===== config.mk =====
export PLATFORM = sky130hd
export DESIGN_NAME = shift_in_n_flat
export DESIGN_NICKNAME = d
export VERILOG_FILES = /design/src/rtl/shift_in_pkg.sv /design/src/rtl/shift_in_n_if.sv /design/src/rtl/shift_in_n.sv /design/src/flat_wrapper.sv
export SDC_FILE = /design/constraint.sdc
export NUM_CORES = 1
export LEC_CHECK = 0
export CAP_MARGIN = 20
export CORE_MARGIN = 2
export CORE_UTILIZATION = 30
export CTS_CLUSTER_DIAMETER = 50
export DETAILED_ROUTE_END_ITERATION = 12
export PLACE_DENSITY = 0.59
export SLEW_MARGIN = 20
export SYNTH_ARGS = -nofsm -noshare
export SYNTH_HDL_FRONTEND = slang
export SYNTH_SLANG_ARGS = --single-unit

===== constraint.sdc =====
create_clock -name clk -period 4.7 [get_ports clk]
set_clock_uncertainty 0.15 [all_clocks]
set_input_delay 1.41 -clock clk [delete_from_list [all_inputs] [get_ports clk]]
set_output_delay 1.41 -clock clk [all_outputs]
set_load 0.005 [all_outputs]

===== src/rtl/shift_in_pkg.sv =====
// Shared types and helpers for the serial-to-parallel operand capture register.
package shift_in_pkg;

   // Capture FSM states.
   typedef enum logic [1:0] {
      IDLE  = 2'd0,
      SHIFT = 2'd1,
      HOLD  = 2'd2
   } state_t;

   // A requested length of 0, or one longer than the register, means "full width".
   function automatic int clamp_len(input int len, input int width);
      if ((len == 0) || (len > width)) begin
         return width;
      end
      return len;
   endfunction

endpackage


===== src/rtl/shift_in_n_if.sv =====
// Bundle of the serial-source / parallel-consumer signals of one shift_in_n.
//
// Hand-off rules: the register raises valid once the programmed number of
// bits has been shifted in and keeps par_out frozen while valid is high.
// The word is taken on the first rising edge where valid and ready are both
// high; valid drops after that edge. ready may be high at any time and has no
// effect while valid is low. start on the same edge as the accepting ready
// takes priority and begins a fresh capture.
interface shift_in_n_if #(
   parameter int WIDTH = 12
) ();
   import shift_in_pkg::*;

   localparam int CW = $clog2(WIDTH + 1);

   logic             start;
   logic [CW-1:0]    len;
   logic             s_in;
   logic             s_en;
   logic [WIDTH-1:0] par_out;
   logic             valid;
   logic             ready;
   logic             busy;
   logic             ovf;
   state_t           dbg_state;

   // Driver side: operand source plus multiplier consumer.
   modport master (
      output start, len, s_in, s_en, ready,
      input  par_out, valid, busy, ovf, dbg_state
   );

   // The capture register itself.
   modport slave (
      input  start, len, s_in, s_en, ready,
      output par_out, valid, busy, ovf, dbg_state
   );

endinterface


===== src/rtl/shift_in_n.sv =====
// Serial-to-parallel operand capture register with run-time length,
// selectable bit order and a valid/ready hand-off. All outputs registered.
module shift_in_n
   import shift_in_pkg::*;
#(
   parameter int WIDTH     = 12,
   parameter bit LSB_FIRST = 1'b0
) (
   input  logic         clk,
   input  logic         rst,
   shift_in_n_if.slave  bus
);

   localparam int CW = $clog2(WIDTH + 1);
   localparam int IW = (WIDTH > 1) ? $clog2(WIDTH) : 1;

   state_t           r_state;
   state_t           w_next;
   logic [WIDTH-1:0] r_par;
   logic [CW-1:0]    r_count;
   logic [CW-1:0]    r_len;
   logic             r_valid;
   logic             r_busy;
   logic             r_ovf;

   logic [WIDTH-1:0] w_par_shift;
   logic [CW-1:0]    w_count_inc;
   logic             w_shift;
   logic             w_last;
   logic [CW-1:0]    w_len_clamped;

   // count stays below len_q while shifting, so the increment never wraps.
   assign w_count_inc   = r_count + CW'(1);
   assign w_shift       = (r_state == SHIFT) && bus.s_en;
   assign w_last        = w_shift && (w_count_inc == r_len);
   assign w_len_clamped = CW'(clamp_len(32'(bus.len), WIDTH));

   generate
      if (LSB_FIRST) begin : g_lsb_first
         // Each new bit lands at the position given by how many bits came before it.
         always_comb begin
            w_par_shift                     = r_par;
            w_par_shift[r_count[IW-1:0]]    = bus.s_in;
         end
      end else begin : g_msb_first
         // Shift left so the first bit received ends up most significant.
         assign w_par_shift = {r_par[WIDTH-2:0], bus.s_in};
      end
   endgenerate

   // State register.
   always_ff @(posedge clk) begin
      if (rst) begin
         r_state <= IDLE;
      end else begin
         r_state <= w_next;
      end
   end

   // Next-state logic; start preempts whatever the FSM was doing.
   always_comb begin
      w_next = r_state;
      if (bus.start) begin
         w_next = SHIFT;
      end else begin
         unique case (r_state)
            IDLE:    w_next = IDLE;
            SHIFT:   if (w_last) w_next = HOLD;
            HOLD:    if (r_valid && bus.ready) w_next = IDLE;
            default: w_next = IDLE;
         endcase
      end
   end

   // Datapath and registered status flags.
   always_ff @(posedge clk) begin
      if (rst) begin
         r_par   <= '0;
         r_count <= '0;
         r_len   <= CW'(WIDTH);
         r_valid <= 1'b0;
         r_busy  <= 1'b0;
         r_ovf   <= 1'b0;
      end else if (bus.start) begin
         r_par   <= '0;
         r_count <= '0;
         r_len   <= w_len_clamped;
         r_valid <= 1'b0;
         r_busy  <= 1'b1;
         r_ovf   <= 1'b0;
      end else begin
         unique case (r_state)
            SHIFT: begin
               if (bus.s_en) begin
                  r_par   <= w_par_shift;
                  r_count <= w_count_inc;
                  if (w_last) begin
                     r_valid <= 1'b1;
                     r_busy  <= 1'b0;
                  end
               end
            end
            HOLD: begin
               // Source kept sending after the word was complete: flag the lost bit.
               if (bus.s_en) begin
                  r_ovf <= 1'b1;
               end
               if (r_valid && bus.ready) begin
                  r_valid <= 1'b0;
               end
            end
            default: begin
               // IDLE: keep the last word, ignore serial input and ready.
            end
         endcase
      end
   end

   assign bus.par_out   = r_par;
   assign bus.valid     = r_valid;
   assign bus.busy      = r_busy;
   assign bus.ovf       = r_ovf;
   assign bus.dbg_state = r_state;

endmodule


===== src/flat_wrapper.sv =====
// flat-port wrapper written by rule: the top's interface ports become plain ports
module shift_in_n_flat import shift_in_pkg::*;
#(
   parameter int WIDTH     = 12,
   parameter bit LSB_FIRST = 1'b0
)
  (clk, rst, bus_start, bus_len, bus_s_in, bus_s_en, bus_ready, bus_par_out, bus_valid, bus_busy, bus_ovf, bus_dbg_state);
  shift_in_n_if #(.WIDTH(WIDTH)) bus_i ();
  input  logic clk;
  input  logic rst;
  input wire logic [$bits(bus_i.start)-1:0] bus_start;
  input wire logic [$bits(bus_i.len)-1:0] bus_len;
  input wire logic [$bits(bus_i.s_in)-1:0] bus_s_in;
  input wire logic [$bits(bus_i.s_en)-1:0] bus_s_en;
  input wire logic [$bits(bus_i.ready)-1:0] bus_ready;
  output wire logic [$bits(bus_i.par_out)-1:0] bus_par_out;
  output wire logic [$bits(bus_i.valid)-1:0] bus_valid;
  output wire logic [$bits(bus_i.busy)-1:0] bus_busy;
  output wire logic [$bits(bus_i.ovf)-1:0] bus_ovf;
  output wire logic [$bits(bus_i.dbg_state)-1:0] bus_dbg_state;
  assign bus_i.start = bus_start;
  assign bus_i.len = bus_len;
  assign bus_i.s_in = bus_s_in;
  assign bus_i.s_en = bus_s_en;
  assign bus_i.ready = bus_ready;
  assign bus_par_out = bus_i.par_out;
  assign bus_valid = bus_i.valid;
  assign bus_busy = bus_i.busy;
  assign bus_ovf = bus_i.ovf;
  assign bus_dbg_state = bus_i.dbg_state;
  shift_in_n #(.WIDTH(WIDTH), .LSB_FIRST(LSB_FIRST)) u_core (.clk(clk), .rst(rst), .bus(bus_i));
endmodule

; After elaboration in Yosys (flattened, before gate mapping)
; Cells that the tools add are included.
[classes]
n_eq_ne = 8
n_reduce_logical = 16
mux = 15
n_lt_le_gt_ge = 1
add_sub_neg = 1
[ops]
columns = cell, n
row1 = 1-bit two-way mux, 9
row2 = 4-bit two-way mux, 2
row3 = 2-bit AND reduction, 4
row4 = 2-bit nonzero test, 4
row5 = 3-bit by 2-bit inequality test with 1-bit output (second input constant), 2
row6 = 4-bit by 1-bit adder with 4-bit output (second input constant), 1
row7 = 4-bit equality test, 1
row8 = 4-bit greater-than comparator (second input constant), 1
row9 = 4-bit zero test, 1
row10 = 2-bit two-way mux, 2
row11 = 2-bit by 1-bit inequality test with 1-bit output (second input constant), 2
row12 = 2-bit one-hot mux with 2 select lines, 1
row13 = 4-bit AND reduction, 1
row14 = 1-bit logical AND, 3
row15 = 3-bit AND reduction, 1
row16 = 2-bit by 1-bit equality test with 1-bit output (second input constant), 1
row17 = 2-bit equality test (second input constant), 1
row18 = 2-bit inequality test (second input constant), 1
row19 = 1-bit one-hot mux with 2 select lines, 1
row20 = 2-bit OR reduction, 1
row21 = 1-bit logical OR, 1
[word_totals]
reg_bits = 25
out_inout_bits = 17

; Logic depth before layout (Yosys ltp)
[depth]
word_depth = 7
mapped_depth = 5

; Worst setup path after synthesis
; OpenSTA, ideal clock, no wires.
[synth_path]
path_type = input-to-reg
startpoint = input port bus_s_en
endpoint = register u_core.r_valid (netlist: u_core.bus.valid)
stages = 5
n_path_buf = 1
setup_ns = 0.067
setup_slack_ns = 2.228
required_time_ns = 4.483
t_arrival_ns = 2.255
path_cell_list = and3b_2 buf_4 nand4_1 or3_1 a21oi_2
[synth_via]
elab_chain_cells = 4
word_cells_on_any_way = 5
cone_classes = eq/ne (2) / reduce/logical (3)
[synth_rtl]
columns = element, line
row1 = "start, declared", flat_wrapper.sv:14  ; input wire logic [$bits(bus_i.s_en)-1:0] bus_s_en;
row2 = 1-bit logical AND, shift_in_n.sv:34  ; assign w_shift = (r_state == SHIFT) && bus.s_en;
row3 = 1-bit logical AND, shift_in_n.sv:35  ; assign w_last = w_shift && (w_count_inc == r_len);
row4 = 2-bit by 1-bit inequality test with 1-bit output (no line), n/a
row5 = 4-bit AND reduction (no line) *, n/a
row6 = "end signal, assigned", shift_in_n.sv:81  ; r_valid <= 1'b0;
row7 = "end signal, assigned", shift_in_n.sv:88  ; r_valid <= 1'b0;
row8 = "end signal, assigned", shift_in_n.sv:98  ; r_valid <= 1'b1;
row9 = "end, declared", shift_in_n.sv:22  ; logic r_valid;
; Mark *: on every way between the ends. The rest lies on a longest branch, timed or not.
; A chain may end at the register's enable or synchronous reset.

; Worst setup path in the final report
; Ends and elaborated chain as after synthesis.

==> run metrics <==
routed vias/inst=4.49; average size of a mapped cell=8.30 um^2; clock group share of total power=0.289; max_cap viols=0; postcts setup bufs=0; Worst Path Buf+Inv=1; initial DRC count=29; register area share after synthesis=0.490; PostCTS Resize Cnt=0; Area Overhead vs Synth=31.4%; final critical-path required period=2.87 ns; placed inst area=0.00131 mm^2; setup TNS=0 ns; Mapped Area=0.00102 mm^2; CTS tree=yes; Routed Wire Length=2.03 mm; Die Wd=62.3 um; GR Overflow Total=0; Setup-failing EPs final=0; critical path's top delay family=simple AND/OR/NAND/NOR gates; crit path DAT=3.00 ns; Critical Path End Type=flop; routed len/inst=10.5 um; nets=159; Root Buffer=clkbuf_4; pwr dens=262 mW/mm^2; DP Worst Slack=1.48 ns; Logic pwr share=0.088; iteration count of the initial detailed-routing pass=4; # fillers=355; fin util=0.405; Netlist cell types=24; top_reg_cell synth=dfxtp_1; net switching fraction of the power=0.248; Initial Util=0.308; Rows=21; fin. max-slew vios=0; antenna viol nets, final=0; Ports=27; commonest non-fill, non-tap cell in the layout=nand2_1; register area=500 um^2; P_int=264 uW; syn_nets=134; Post-DP HPWL=1.40 mm; Hold Crit Class=reg -> reg; Multi-input gate area=489 um^2; CTS Buf Count=3; Worst-Skew Late Latency=0.33 ns; Sw Pwr=87.1 uW; Peak VDD IR=0.0730 mV; PnR worst setup slack=1.83 ns; pin count of the biggest net entering global routing=20; via count=866; RSZ-0062 raised after global routing=no; Synth Register Bits=25; first-pass GRT wire length=3.64 mm; max_slew headroom=0.636; FMAX=0.348 GHz; crit path kind=in -> reg; Final Hold Fails=0; diode count=0; DIE AREA=0.00389 mm^2; WP data required=4.82 ns; ys async rst share=0; crit-path max FO=16; most frequent cells in the layout=32 x nand2_1, 26 x clkdlybuf4s50_1, 25 x dfxtp_1, 20 x a21oi_1, 8 x nor2_1; CP peak stage delay=0.50 ns; Clk pin slew, worst setup/hold paths=0.14 ns; routability cong.=0.717; EDFF count, synth=0; Port-buffer cells=26; layout cells sized above 1=0.0748; period utilization=0.611; core area=0.00331 mm^2; Final Instance Area=0.00134 mm^2; post-synthesis cell count=123; Hold Buf Count CTS=0; GRT Resource Usage Total=0.116; CTS max path bufs=2; H-tree depth=1; status=complete, no violations; die height=62.3 um; CTS Sinks=25; CP Launch Type=input port; Leakage=0.441 nW; antenna violations before repair=0; sequential power share=0.622; critical-path cell list=clkdlybuf4s50_1 -> and3b_2 -> nand4_1 -> or3_1 -> a21oi_2; CP max stage cell=clkdlybuf4s50_1; Least-Margin Pin Slew=0.545 ns; vias in the first global route=849; Ys Warns=0; Tot Pwr=351 uW; DRC viols=0
[layer usage]
metal  share of wire  vias to the layer above  GRT usage
met4           0.035                        0     0.0833
met5               0                        -          0
li1                -                      450          -
met2            0.47                       16      0.192
met3           0.030                        5     0.0145
met1            0.46                      395      0.140
[final timing paths]
check                              start                endpoint  slack, ns  cells past startpoint
setup / recovery                bus_s_en        u_core.bus.valid       1.83                      5
hold / removal    u_core.bus.par_out[11]  u_core.bus.par_out[11]       0.33                      2
setup reg to reg       u_core.r_count[0]        u_core.bus.valid       2.91                      5
hold reg to reg   u_core.bus.par_out[11]  u_core.bus.par_out[11]       0.33                      2
[worst reg2reg max path: cells and delay by family (launching register included)]
family,cells,cell delay [ns]
AOI/OAI and AO/OA,1,0.12
and+or+nand+nor,2,0.54
DFF,1,0.46
xor gates and xnor gates,1,0.17
adders and majority gates,1,0.29
[flip-flops by register name (all words and copies together), names as in the netlist]
signal / flops
u_core.bus.busy: 1
u_core.bus.dbg_state: 2
u_core.bus.ovf: 1
u_core.bus.par_out: 12
u_core.bus.valid: 1
u_core.r_count: 4
u_core.r_len: 4
[final cells by class]
cell class,count,share of cell area
Sequential cell,25,0.373
Multi-Input combinational cell,91,0.365
Timing Repair Buffer,26,0.194
Tap cell,46,0.0429
Clock buffer,3,0.0168
Clock inverter,1,0.00560
Inverter,1,0.00280
[cells in the mapped netlist (all sizes together) (2+ instances only)]
| cell type | instances | area, um^2 |
|---|---|---|
| nand2 | 32 | 120 |
| dfxtp | 25 | 500 |
| a21oi | 21 | 109 |
| nor2 | 8 | 30.0 |
| nor3 | 5 | 25.0 |
| clkbuf | 4 | 15.0 |
| nand3 | 4 | 20.0 |
| or2 | 3 | 18.8 |
| xnor2 | 3 | 33.8 |
| xor2 | 3 | 33.8 |
| buf | 2 | 12.5 |
| nand2b | 2 | 12.5 |
| nor2b | 2 | 12.5 |
| o21ai | 2 | 10.0 |
| or3 | 2 | 12.5 |
[power groups by stage]
| stage | sequential [mW] | combinational (mW) | clock (mW) |
|---|---|---|---|
| 5_1_grt | 0.219 | 0.0343 | 0.115 |
| 4_1_cts | 0.219 | 0.0313 | 0.106 |
| 2_1_floorplan | 0.223 | 0.0173 | 0 |
| 3_3_place_gp | 0.223 | 0.0308 | 0 |
| 6_report | 0.219 | 0.0310 | 0.102 |
| 3_5_place_dp | 0.223 | 0.0310 | 0 |
[through the flow]
step	hold WS, ns	instances
after global routing	0.358	193
after global placement	0.299	189
after floorplan	0.303	123
after CTS	0.321	193
final	0.326	193
after detailed placement	0.301	189
[cell families (layout without fill, tap and decap cells)]
logic type / after synthesis / count (layout) / share of synthesized area
fa+ha+maj: 1 / 1 / 0.0123
flops: 25 / 25 / 0.490
xor+xnor: 7 / 7 / 0.0882
compound gates: 23 / 23 / 0.116
buf+inv: 7 / 31 / 0.0306
simple gates: 60 / 60 / 0.262
Note: power is estimated with default switching activity, not from simulation.
